`src/rtl/tdc_pkg.sv`:
```
// Shared types and width helpers for the TDC measurement controller.
package tdc_pkg;

    typedef enum logic [2:0] {
        ST_IDLE,
        ST_LAUNCH,
        ST_CAPTURE,
        ST_ENCODE,
        ST_DONE,
        ST_RECOVER
    } tdc_state_t;

    // Width needed to express every count from 0 up to n inclusive.
    function automatic int code_width(input int n);
        return $clog2(n + 1);
    endfunction

endpackage

```
`src/rtl/tdc_ctrl_if.sv`:
```
// Bus bundle between the TDC controller, its delay line and the result consumer.
interface tdc_ctrl_if
    import tdc_pkg::*;
#(
    parameter int N = 64
);
    localparam int W = code_width(N);

    logic         start;
    logic         launch;
    logic [N-1:0] dl_out;
    logic         busy;
    logic         valid;
    logic         ready;
    logic [W-1:0] code;
    logic         ovf;
    logic         bubble;

    modport master (
        input  start, dl_out, ready,
        output launch, busy, valid, code, ovf, bubble
    );

    modport slave (
        output start, dl_out, ready,
        input  launch, busy, valid, code, ovf, bubble
    );

endinterface

```
`src/rtl/tdc_therm_enc.sv`:
```
// Thermometer-to-binary encoder: lowest-zero index, overflow and bubble flags.
module tdc_therm_enc
    import tdc_pkg::*;
#(
    parameter  int N = 64,
    localparam int W = code_width(N)
) (
    input  logic [N-1:0] therm,
    output logic [W-1:0] code,
    output logic         ovf,
    output logic         bubble
);

    logic found;

    // The code always follows the first zero; any one above it is only flagged.
    always_comb begin
        code   = '0;
        ovf    = 1'b0;
        bubble = 1'b0;
        found  = 1'b0;
        for (int i = 0; i < N; i++) begin
            if (found) begin
                if (therm[i]) begin
                    bubble = 1'b1;
                end
            end else if (!therm[i]) begin
                found = 1'b1;
                code  = W'(i);
            end
        end
        if (!found) begin
            ovf  = 1'b1;
            code = W'(N);
        end
    end

endmodule

```
`src/rtl/tdc_ctrl.sv`:
```
// TDC measurement sequencer: fires the delay line, double-samples the taps,
// encodes the result and holds it until the consumer takes it.
module tdc_ctrl
    import tdc_pkg::*;
#(
    parameter int N       = 64,
    parameter int RECOVER = 4
) (
    input logic       clk,
    input logic       rst_n,
    tdc_ctrl_if.master bus
);

    localparam int W  = code_width(N);
    localparam int RW = $clog2(RECOVER + 1);
    localparam logic [RW-1:0] REC_LAST = RW'(RECOVER - 1);

    tdc_state_t   state, state_d;
    logic [RW-1:0] rec_cnt, rec_cnt_d;
    logic         launch_q;
    logic         valid_q;
    logic [W-1:0] code_q;
    logic         ovf_q;
    logic         bubble_q;
    logic [W-1:0] enc_code;
    logic         enc_ovf;
    logic         enc_bubble;

    (* keep = "true" *) logic [N-1:0] stage1;
    (* keep = "true" *) logic [N-1:0] stage2;

    always_comb begin
        state_d   = state;
        rec_cnt_d = rec_cnt;
        case (state)
            ST_IDLE:    if (bus.start) state_d = ST_LAUNCH;
            ST_LAUNCH:  state_d = ST_CAPTURE;
            ST_CAPTURE: state_d = ST_ENCODE;
            ST_ENCODE:  state_d = ST_DONE;
            ST_DONE: begin
                if (valid_q && bus.ready) begin
                    state_d   = ST_RECOVER;
                    rec_cnt_d = '0;
                end
            end
            ST_RECOVER: begin
                if (rec_cnt == REC_LAST) begin
                    state_d = ST_IDLE;
                end else begin
                    rec_cnt_d = rec_cnt + 1'b1;
                end
            end
            default:    state_d = ST_IDLE;
        endcase
    end

    // launch and valid are registered from the next state so they line up
    // exactly with the LAUNCH/CAPTURE and DONE windows.
    always_ff @(posedge clk or negedge rst_n) begin
        if (!rst_n) begin
            state    <= ST_IDLE;
            rec_cnt  <= '0;
            launch_q <= 1'b0;
            valid_q  <= 1'b0;
        end else begin
            state    <= state_d;
            rec_cnt  <= rec_cnt_d;
            launch_q <= (state_d == ST_LAUNCH) || (state_d == ST_CAPTURE);
            valid_q  <= (state_d == ST_DONE);
        end
    end

    always_ff @(posedge clk or negedge rst_n) begin
        if (!rst_n) begin
            stage1   <= '0;
            stage2   <= '0;
            code_q   <= '0;
            ovf_q    <= 1'b0;
            bubble_q <= 1'b0;
        end else begin
            if (state == ST_LAUNCH) begin
                stage1 <= bus.dl_out;
            end
            if (state == ST_CAPTURE) begin
                stage2 <= stage1;
            end
            if (state == ST_ENCODE) begin
                code_q   <= enc_code;
                ovf_q    <= enc_ovf;
                bubble_q <= enc_bubble;
            end
        end
    end

    tdc_therm_enc #(.N(N)) u_enc (
        .therm  (stage2),
        .code   (enc_code),
        .ovf    (enc_ovf),
        .bubble (enc_bubble)
    );

    assign bus.launch = launch_q;
    assign bus.busy   = (state != ST_IDLE);
    assign bus.valid  = valid_q;
    assign bus.code   = code_q;
    assign bus.ovf    = ovf_q;
    assign bus.bubble = bubble_q;

endmodule

```
`src/flat_wrapper.sv`:
```
// flat-port wrapper written by rule: the top's interface ports become plain ports
module tdc_ctrl_flat import tdc_pkg::*;
#(
    parameter int N       = 64,
    parameter int RECOVER = 4
)
  (clk, rst_n, bus_start, bus_dl_out, bus_ready, bus_launch, bus_busy, bus_valid, bus_code, bus_ovf, bus_bubble);
  tdc_ctrl_if #(.N(N)) bus_i ();
  input logic clk;
  input logic rst_n;
  input wire logic [$bits(bus_i.start)-1:0] bus_start;
  input wire logic [$bits(bus_i.dl_out)-1:0] bus_dl_out;
  input wire logic [$bits(bus_i.ready)-1:0] bus_ready;
  output wire logic [$bits(bus_i.launch)-1:0] bus_launch;
  output wire logic [$bits(bus_i.busy)-1:0] bus_busy;
  output wire logic [$bits(bus_i.valid)-1:0] bus_valid;
  output wire logic [$bits(bus_i.code)-1:0] bus_code;
  output wire logic [$bits(bus_i.ovf)-1:0] bus_ovf;
  output wire logic [$bits(bus_i.bubble)-1:0] bus_bubble;
  assign bus_i.start = bus_start;
  assign bus_i.dl_out = bus_dl_out;
  assign bus_i.ready = bus_ready;
  assign bus_launch = bus_i.launch;
  assign bus_busy = bus_i.busy;
  assign bus_valid = bus_i.valid;
  assign bus_code = bus_i.code;
  assign bus_ovf = bus_i.ovf;
  assign bus_bubble = bus_i.bubble;
  tdc_ctrl #(.N(N), .RECOVER(RECOVER)) u_core (.clk(clk), .rst_n(rst_n), .bus(bus_i));
endmodule
```
`config.mk`:
```
export PLATFORM = sky130hd
export DESIGN_NAME = tdc_ctrl_flat
export DESIGN_NICKNAME = d
export VERILOG_FILES = /design/src/rtl/tdc_pkg.sv /design/src/rtl/tdc_ctrl_if.sv /design/src/rtl/tdc_therm_enc.sv /design/src/rtl/tdc_ctrl.sv /design/src/flat_wrapper.sv
export SDC_FILE = /design/constraint.sdc
export NUM_CORES = 1
export LEC_CHECK = 0
export ABC_AREA = 0
export ABC_CLOCK_PERIOD_IN_PS = 4650
export CELL_PAD_IN_SITES_DETAIL_PLACEMENT = 1
export CELL_PAD_IN_SITES_GLOBAL_PLACEMENT = 1
export CORE_ASPECT_RATIO = 1.25
export CORE_UTILIZATION = 45
export CTS_BUF_LIST = sky130_fd_sc_hd__clkbuf_8 sky130_fd_sc_hd__clkbuf_16
export DETAILED_ROUTE_END_ITERATION = 6
export GPL_TIMING_DRIVEN = 1
export HOLD_SLACK_MARGIN = 0.1
export PLACE_DENSITY = 0.81
export SYNTH_ARGS = -nofsm -noshare
export SYNTH_HDL_FRONTEND = slang
export SYNTH_SLANG_ARGS = --single-unit
```
`constraint.sdc`:
```
create_clock -name clk -period 4.65 [get_ports clk]
set_clock_uncertainty 0.15 [all_clocks]
set_input_delay 0.6975 -clock clk [delete_from_list [all_inputs] [get_ports clk]]
set_output_delay 0.6975 -clock clk [all_outputs]
set_load 0.02 [all_outputs]
```
# --- Word-level counts from Yosys, hierarchy flattened ---
# Cells that the tools add are included.
word_totals:
  elab_cells: 415
  latch_bits: 0
  regBits: 145
  in_bits: 68
  ramBits: 0
  mem_count: 0
  mem_bits_ro: 0
  output_inout_bits: 12
classes:
  shift: 0
  n_eq_ne: 11
  multipliers: 0
  magnitude_cmp: 0
  addsub: 1
  div_mod_pow: 0
  mux: 388
  reduce_logical: 6
  bitwise_logic: 0
op_table:
  columns: ["cell", "n"]
  rows:
  - ["two-way mux 7 bit", 125]
  - ["two-way mux 1 bit", 256]
  - ["one-hot mux 3 bit (6 select lines)", 1]
  - ["two-way mux 3 bit", 5]
  - ["== test 3 x 2 -> 1 bit, second input constant", 4]
  - ["== test 3 bit, second input constant", 3]
  - ["== test 3 x 1 -> 1 bit, second input constant", 2]
  - ["one-hot mux 3 bit (2 select lines)", 1]
  - ["adder 3 x 1 -> 3 bit, second input constant", 1]
  - ["logical NOT 3 bit", 1]
  - ["AND reduction 3 bit", 1]
  - ["nonzero test 3 bit", 1]
  - ["inequality test 2 x 1 -> 1 bit, second input constant", 1]
  - ["inequality test 2 bit, second input constant", 1]
  - ["nonzero test 2 bit", 1]
  - ["logical AND 1 bit", 1]
  - ["logical OR 1 bit", 1]

# --- Depth between registers and ports, before layout ---
logic_depth:
  word_depth: 127
  mapped_depth: 9
  depth_no_buf: 8

# --- By module ---
# A second synthesis with hierarchy kept.
hier_totals:
  cells_unflattened: 577
  hier_area_um2: 7318.3
modules_own_cells:
  columns: ["mod", "cells_per_inst", "seq_area_each_um2", "area_per_inst_um2", "n_inst"]
  rows:
  - ["tdc_ctrl", 331, 3628.5, 5904.4, 1]
  - ["tdc_therm_enc", 246, 0.0, 1413.9, 1]

# --- Least setup slack after synthesis ---
# OpenSTA, ideal clock, no wires.
synth_timing:
  path_type: "register -> register"
  from: "reg u_core.stage2[6]"
  to: "reg u_core.bubble_q, in the netlist u_core.bus.bubble"
  synth_period_minus_slack_ns: 2.503
  n_path_buf: 0
  path_stages_with_launch: 9
  setup_time_ns: 0.124
  arrival_ns: 2.229
  setup_slack_ns: 2.147
  path_cell_list: "dfrtp_1 > nand4_2 > nor4_4 > and4_1 > nand2_1 > or4_4 > o21ai_2 > nor3b_1 > a211o_1"
synth_via:
  elab_chain_cells: 116
synth_rtl:
  columns: ["element", "line", "text"]
  rows:
  - ["start: declaration", "tdc_ctrl.sv:30", "(* keep = \"true\" *) logic [N-1:0] stage2;"]
  - ["start signal: assignment", "tdc_ctrl.sv:85", "stage2 <= stage1;"]
  - ["two-way mux 1 bit", "tdc_therm_enc.sv:24", "if (therm[i]) begin"]
  - ["two-way mux 1 bit", "tdc_therm_enc.sv:23", "if (found) begin"]
  - ["two-way mux 1 bit", "tdc_therm_enc.sv:24", null]
  - ["two-way mux 1 bit", "tdc_therm_enc.sv:23", null]
  - ["two-way mux 1 bit", "tdc_therm_enc.sv:24", null]
  - ["two-way mux 1 bit", "tdc_therm_enc.sv:23", null]
  - ["two-way mux 1 bit", "tdc_therm_enc.sv:24", null]
  - ["two-way mux 1 bit", "tdc_therm_enc.sv:23", null]
  - ["[... 100 more ...]", null, null]
  - ["two-way mux 1 bit", "tdc_therm_enc.sv:24", null]
  - ["two-way mux 1 bit", "tdc_therm_enc.sv:23", null]
  - ["two-way mux 1 bit", "tdc_therm_enc.sv:24", null]
  - ["two-way mux 1 bit", "tdc_therm_enc.sv:23", null]
  - ["two-way mux 1 bit", "tdc_therm_enc.sv:24", null]
  - ["two-way mux 1 bit", "tdc_therm_enc.sv:23", null]
  - ["two-way mux 1 bit", "tdc_therm_enc.sv:24", null]
  - ["two-way mux 1 bit *", "tdc_therm_enc.sv:23", null]
  - ["end signal: assignment", "tdc_ctrl.sv:90", "bubble_q <= enc_bubble;"]
  - ["end: declaration", "tdc_ctrl.sv:24", "logic bubble_q;"]
# Every way passes the cells marked *; elsewhere a longest branch is shown, timed or not.
# A chain may end at the register's enable or synchronous reset.

# --- Worst setup path after layout ---
layout_timing:
  from: "reg u_core.stage2[7]"
  to: "reg u_core.bubble_q, in the netlist u_core.bus.bubble"
layout_via:
  elab_chain_cells: 114
layout_rtl:
  columns: ["element", "line"]
  rows:
  - ["two-way mux 1 bit", "tdc_therm_enc.sv:24"]
  - ["two-way mux 1 bit", "tdc_therm_enc.sv:23"]
  - ["two-way mux 1 bit", "tdc_therm_enc.sv:24"]
  - ["two-way mux 1 bit", "tdc_therm_enc.sv:23"]
  - ["two-way mux 1 bit", "tdc_therm_enc.sv:24"]
  - ["two-way mux 1 bit", "tdc_therm_enc.sv:23"]
  - ["two-way mux 1 bit", "tdc_therm_enc.sv:24"]
  - ["two-way mux 1 bit", "tdc_therm_enc.sv:23"]
  - ["[... 98 more ...]", null]
  - ["two-way mux 1 bit", "tdc_therm_enc.sv:24"]
  - ["two-way mux 1 bit", "tdc_therm_enc.sv:23"]
  - ["two-way mux 1 bit", "tdc_therm_enc.sv:24"]
  - ["two-way mux 1 bit", "tdc_therm_enc.sv:23"]
  - ["two-way mux 1 bit", "tdc_therm_enc.sv:24"]
  - ["two-way mux 1 bit", "tdc_therm_enc.sv:23"]
  - ["two-way mux 1 bit", "tdc_therm_enc.sv:24"]
  - ["two-way mux 1 bit *", "tdc_therm_enc.sv:23"]
# Marked as above.

==> parameters.txt <==
Parameter                              Value

Outcome
  Outcome ... finished, violations left
  Failing checks ... design-rule violations

Synth
  Primary flip-flop cell chosen by synthesis mapping ... sky130_fd_sc_hd__dfrtp_1
  Count of yosys warnings during synthesis ... 0
  Number of flops mapped to enable cells by yosys ... 0
  Flops & latches, synth ... 144
  Largest area contributor in the synthesized netlist ... sky130_fd_sc_hd__dfrtp_1
  Yosys top cell area share ... 0.539
  Most area-consuming cells after synthesis ... sky130_fd_sc_hd__dfrtp_1, sky130_fd_sc_hd__mux2_2, sky130_fd_sc_hd__nand2_1, sky130_fd_sc_hd__o21ai_0, sky130_fd_sc_hd__a21oi_1
  Post-synth cell types ... 54
  Synthesized area ... 6690 µm²
  Net count after synthesis ... 661
  Post-synthesis async set-or-reset flop share ... 1.00
  Sequential share of the synthesized area ... 0.539
  Average instance area after synthesis ... 11.3 µm²
  Gate Count Post-Synth ... 591

Setup path
  Worst endpoint required time ... 4800 ps
  Endpoint type of the worst setup path ... flip-flop
  CP Cell Sequence ... nand4_2 > nor4_4 > nand3_1 > o41ai_1 > a21oi_1 > a2111oi_0 > nor3b_1 > a211o_1
  Slowest stage delay, CP ... 690 ps
  Worst Path Class, Setup ... flip-flop to flip-flop
  CP max FO ... 15
  Slowest cell on the critical path ... sky130_fd_sc_hd__nor4_4
  Arrival time at the worst endpoint ... 3360 ps
  Type of origin of the critical path ... flip-flop

Floorplan
  Width of the die ... 111 µm
  Die height ... 138 µm
  Number of top-level design ports ... 80
  Placeable core region ... 14,500 µm²
  Number of placement rows ... 49
  Initial Utilization ... 0.462
  Die Area ... 15,400 µm²

Final layout
  Area grow syn2layout ... 24.0%
  Ratio of cells with drive above 1 in the final layout ... 0.236
  Antenna diodes ... 0
  Final Cell Area ... 8290 µm²
  Final Net Count ... 740

Power
  Sequential Power Share ... 0.436
  Static leakage power ... 3.34 nW
  Internal portion of total power ... 3.82 mW
  Part of the total power dissipated in combinational logic ... 0.307
  Peak VDD IR ... 379 µV
  Switching portion of total power ... 0.339
  Proportion of power drawn by the clock network ... 0.257
  Power density over the cells ... 697 nW/µm²
  Total power of the final layout ... 5.78 mW
  Switching component of the power ... 1.96 mW

Clock tree
  Clock H-tree levels ... 4
  Number of buffers created by CTS ... 17
  Post-CTS Setup Bufs ... 0
  Clock Path Buffers ... 2
  Sinks on the clock net ... 144
  Post-CTS Resized ... 0
  Root Buffer Master ... sky130_fd_sc_hd__clkbuf_16
  Clock transition at path regs ... 60 ps
  Clock Latency Late Sink ... 430 ps
  CTS tree ... built
  Number of buffers inserted for hold repair after clock tree synthesis ... 0

Job
  Maxcap violations ... 0

Route
  Avg Vias per Cell ... 5.72
  Routed wirelength normalized by instance count ... 18.4 µm
  Detail Route Antenna Nets ... 0
  Count of routing violations after the opening detailed-route iteration ... 184
  Number of vias after detailed routing ... 4,924
  Initial DRT Pass Iterations ... 6
  Total detailed-routing wirelength ... 15,900 µm
  Post-route DRC ... 12

Placement
  Placed wire-length estimate ... 11,100 µm
  Count of input and output buffers ... 79
  Final Wtd Congestion ... 0.908
  Total cell area at the placement stage ... 7640 µm²

STA
  Top achievable clock speed ... 312 MHz
  Final hold vios ... 0
  Setup violators final ... 0
  Final Max Tran Viols ... 0
  Least-Margin Pin Slew ... 976 ps
  Fraction of the cycle the final worst path needs ... 0.689
  Post-route setup TNS ... 0 ps
  Worst max-slew margin expressed relative to the limit ... 0.349
  Shortest period the worst path allows ... 3210 ps
  Unrepaired setup endpoints after global routing ... no

GRT
  Largest net degree at the start of global routing ... 112
  Global-route wire length before repair ... 27,000 µm
  Initial antenna violation count ... 0
  Via count of the first global-routing pass ... 5,381
  Overflow left after global routing ... 0
  Overall routing resource usage ... 0.223

Worst hold path
  HP Class ... primary input to asynchronous set/reset pin
==> critical path: cells and delay by family (launching register included) <==
| family | cells | cell delay [ps] |
|---|---|---|
| and+or+nand+nor | 4 | 1270 |
| AOI/OAI and AO/OA | 4 | 1220 |
| DFF | 1 | 460 |
==> cell families after synthesis <==
group | count (synthesis) | share of synthesized area
and+or+nand+nor | 172 | 0.132
DFF | 144 | 0.539
AOI/OAI and AO/OA | 118 | 0.110
muxes | 113 | 0.190
buffers and inverters | 42 | 0.0247
adders and majority gates | 2 | 0.00374
==> synth_stat cells (all sizes together) (5+ instances only) <==
| library cell | count |
|---|---|
| inv | 19 |
| clkbuf | 19 |
| nand2 | 65 |
| a21oi | 18 |
| a211oi | 6 |
| nor2b | 5 |
| o21ai | 46 |
| nor4 | 9 |
| nor3 | 8 |
| nand3 | 17 |
| nor2 | 24 |
| dfrtp | 144 |
| o31ai | 6 |
| nand4 | 14 |
| a31oi | 10 |
| mux2 | 113 |
==> cell type report <==
class	instances	area (µm²)
well taps	178	223
inverters	19	71.3
multi-input cells	405	2930
flip-flops and latches	144	3600
repair buffers	83	822
clock buffers	19	453
clock inverters	13	194
fillers	1524	6180
==> final timing paths <==
kind	from	to	cells after the start	slack, ps
worst max-delay path	u_core.stage2[7]$_DFFE_PN0P_	u_core.bus.bubble$_DFFE_PN0N_	8	1440
worst min-delay path	rst_n	u_core.stage1[53]$_DFFE_PN0P_	1	260
worst max register to register	u_core.stage2[7]$_DFFE_PN0P_	u_core.bus.bubble$_DFFE_PN0N_	8	1440
worst min register to register	u_core.bus.code[3]$_DFFE_PN0N_	u_core.bus.code[3]$_DFFE_PN0N_	2	330
max in group asynchronous	rst_n	u_core.stage2[34]$_DFFE_PN0P_	2	3050
min in group clk	u_core.bus.code[3]$_DFFE_PN0N_	u_core.bus.code[3]$_DFFE_PN0N_	2	330
==> power by group through the flow <==
stage	logic (mW)	registers [mW]	clock network, mW
2_1_floorplan	1.38	2.29	0
3_3_place_gp	1.68	2.47	0
3_5_place_dp	1.77	2.52	0
4_1_cts	1.80	2.52	1.52
5_1_grt	1.97	2.62	1.57
6_report	1.78	2.52	1.48
==> state kept, by name, summed over array words and instances, names as in the netlist <==
signal / cells
u_core.bus.bubble: 1
u_core.bus.code: 7
u_core.bus.launch: 1
u_core.bus.valid: 1
u_core.rec_cnt: 3
u_core.stage1: 64
u_core.stage2: 64
u_core.state: 3
==> placed cells by master (no fill, tap or decap), types with 4 or more instances in the layout <==
cell type / n
sky130_fd_sc_hd__dfrtp_1: 144
sky130_fd_sc_hd__mux2_2: 113
sky130_fd_sc_hd__clkdlybuf4s50_1: 78
sky130_fd_sc_hd__nand2_1: 65
sky130_fd_sc_hd__o21ai_0: 44
sky130_fd_sc_hd__nor2_1: 23
sky130_fd_sc_hd__inv_1: 22
sky130_fd_sc_hd__a21oi_1: 18
sky130_fd_sc_hd__nand3_1: 17
sky130_fd_sc_hd__clkbuf_16: 17
sky130_fd_sc_hd__nand4_1: 13
sky130_fd_sc_hd__a31oi_1: 10
sky130_fd_sc_hd__nor3_1: 8
sky130_fd_sc_hd__nor4_1: 6
sky130_fd_sc_hd__o31ai_1: 6
sky130_fd_sc_hd__a211oi_1: 6
sky130_fd_sc_hd__nor2b_1: 5
sky130_fd_sc_hd__bufinv_16: 5
sky130_fd_sc_hd__or2_2: 4
sky130_fd_sc_hd__or3_1: 4
sky130_fd_sc_hd__and4_1: 4
sky130_fd_sc_hd__and3_1: 4
sky130_fd_sc_hd__nand2b_1: 4
sky130_fd_sc_hd__buf_4: 4
==> per-layer routing <==
metal	GRT usage	vias up	wire, µm	part of all wire
li1	-	2320	-	-
met1	0.252	2508	6420	0.40
met2	0.407	76	8740	0.55
met3	0.0513	20	455	0.029
met4	0.0839	0	255	0.016
met5	0	-	0	0
==> through the flow <==
stage	hold WS, ps	util	cells	setup slack, ps
6_report	260	0.573	861	1440
5_1_grt	327	0.573	861	1180
4_1_cts	292	0.573	861	1490
3_5_place_dp	324	0.528	829	1530
3_3_place_gp	302	0.528	829	1610
2_1_floorplan	252	-	591	2150
(Power assumes the default switching activity.)
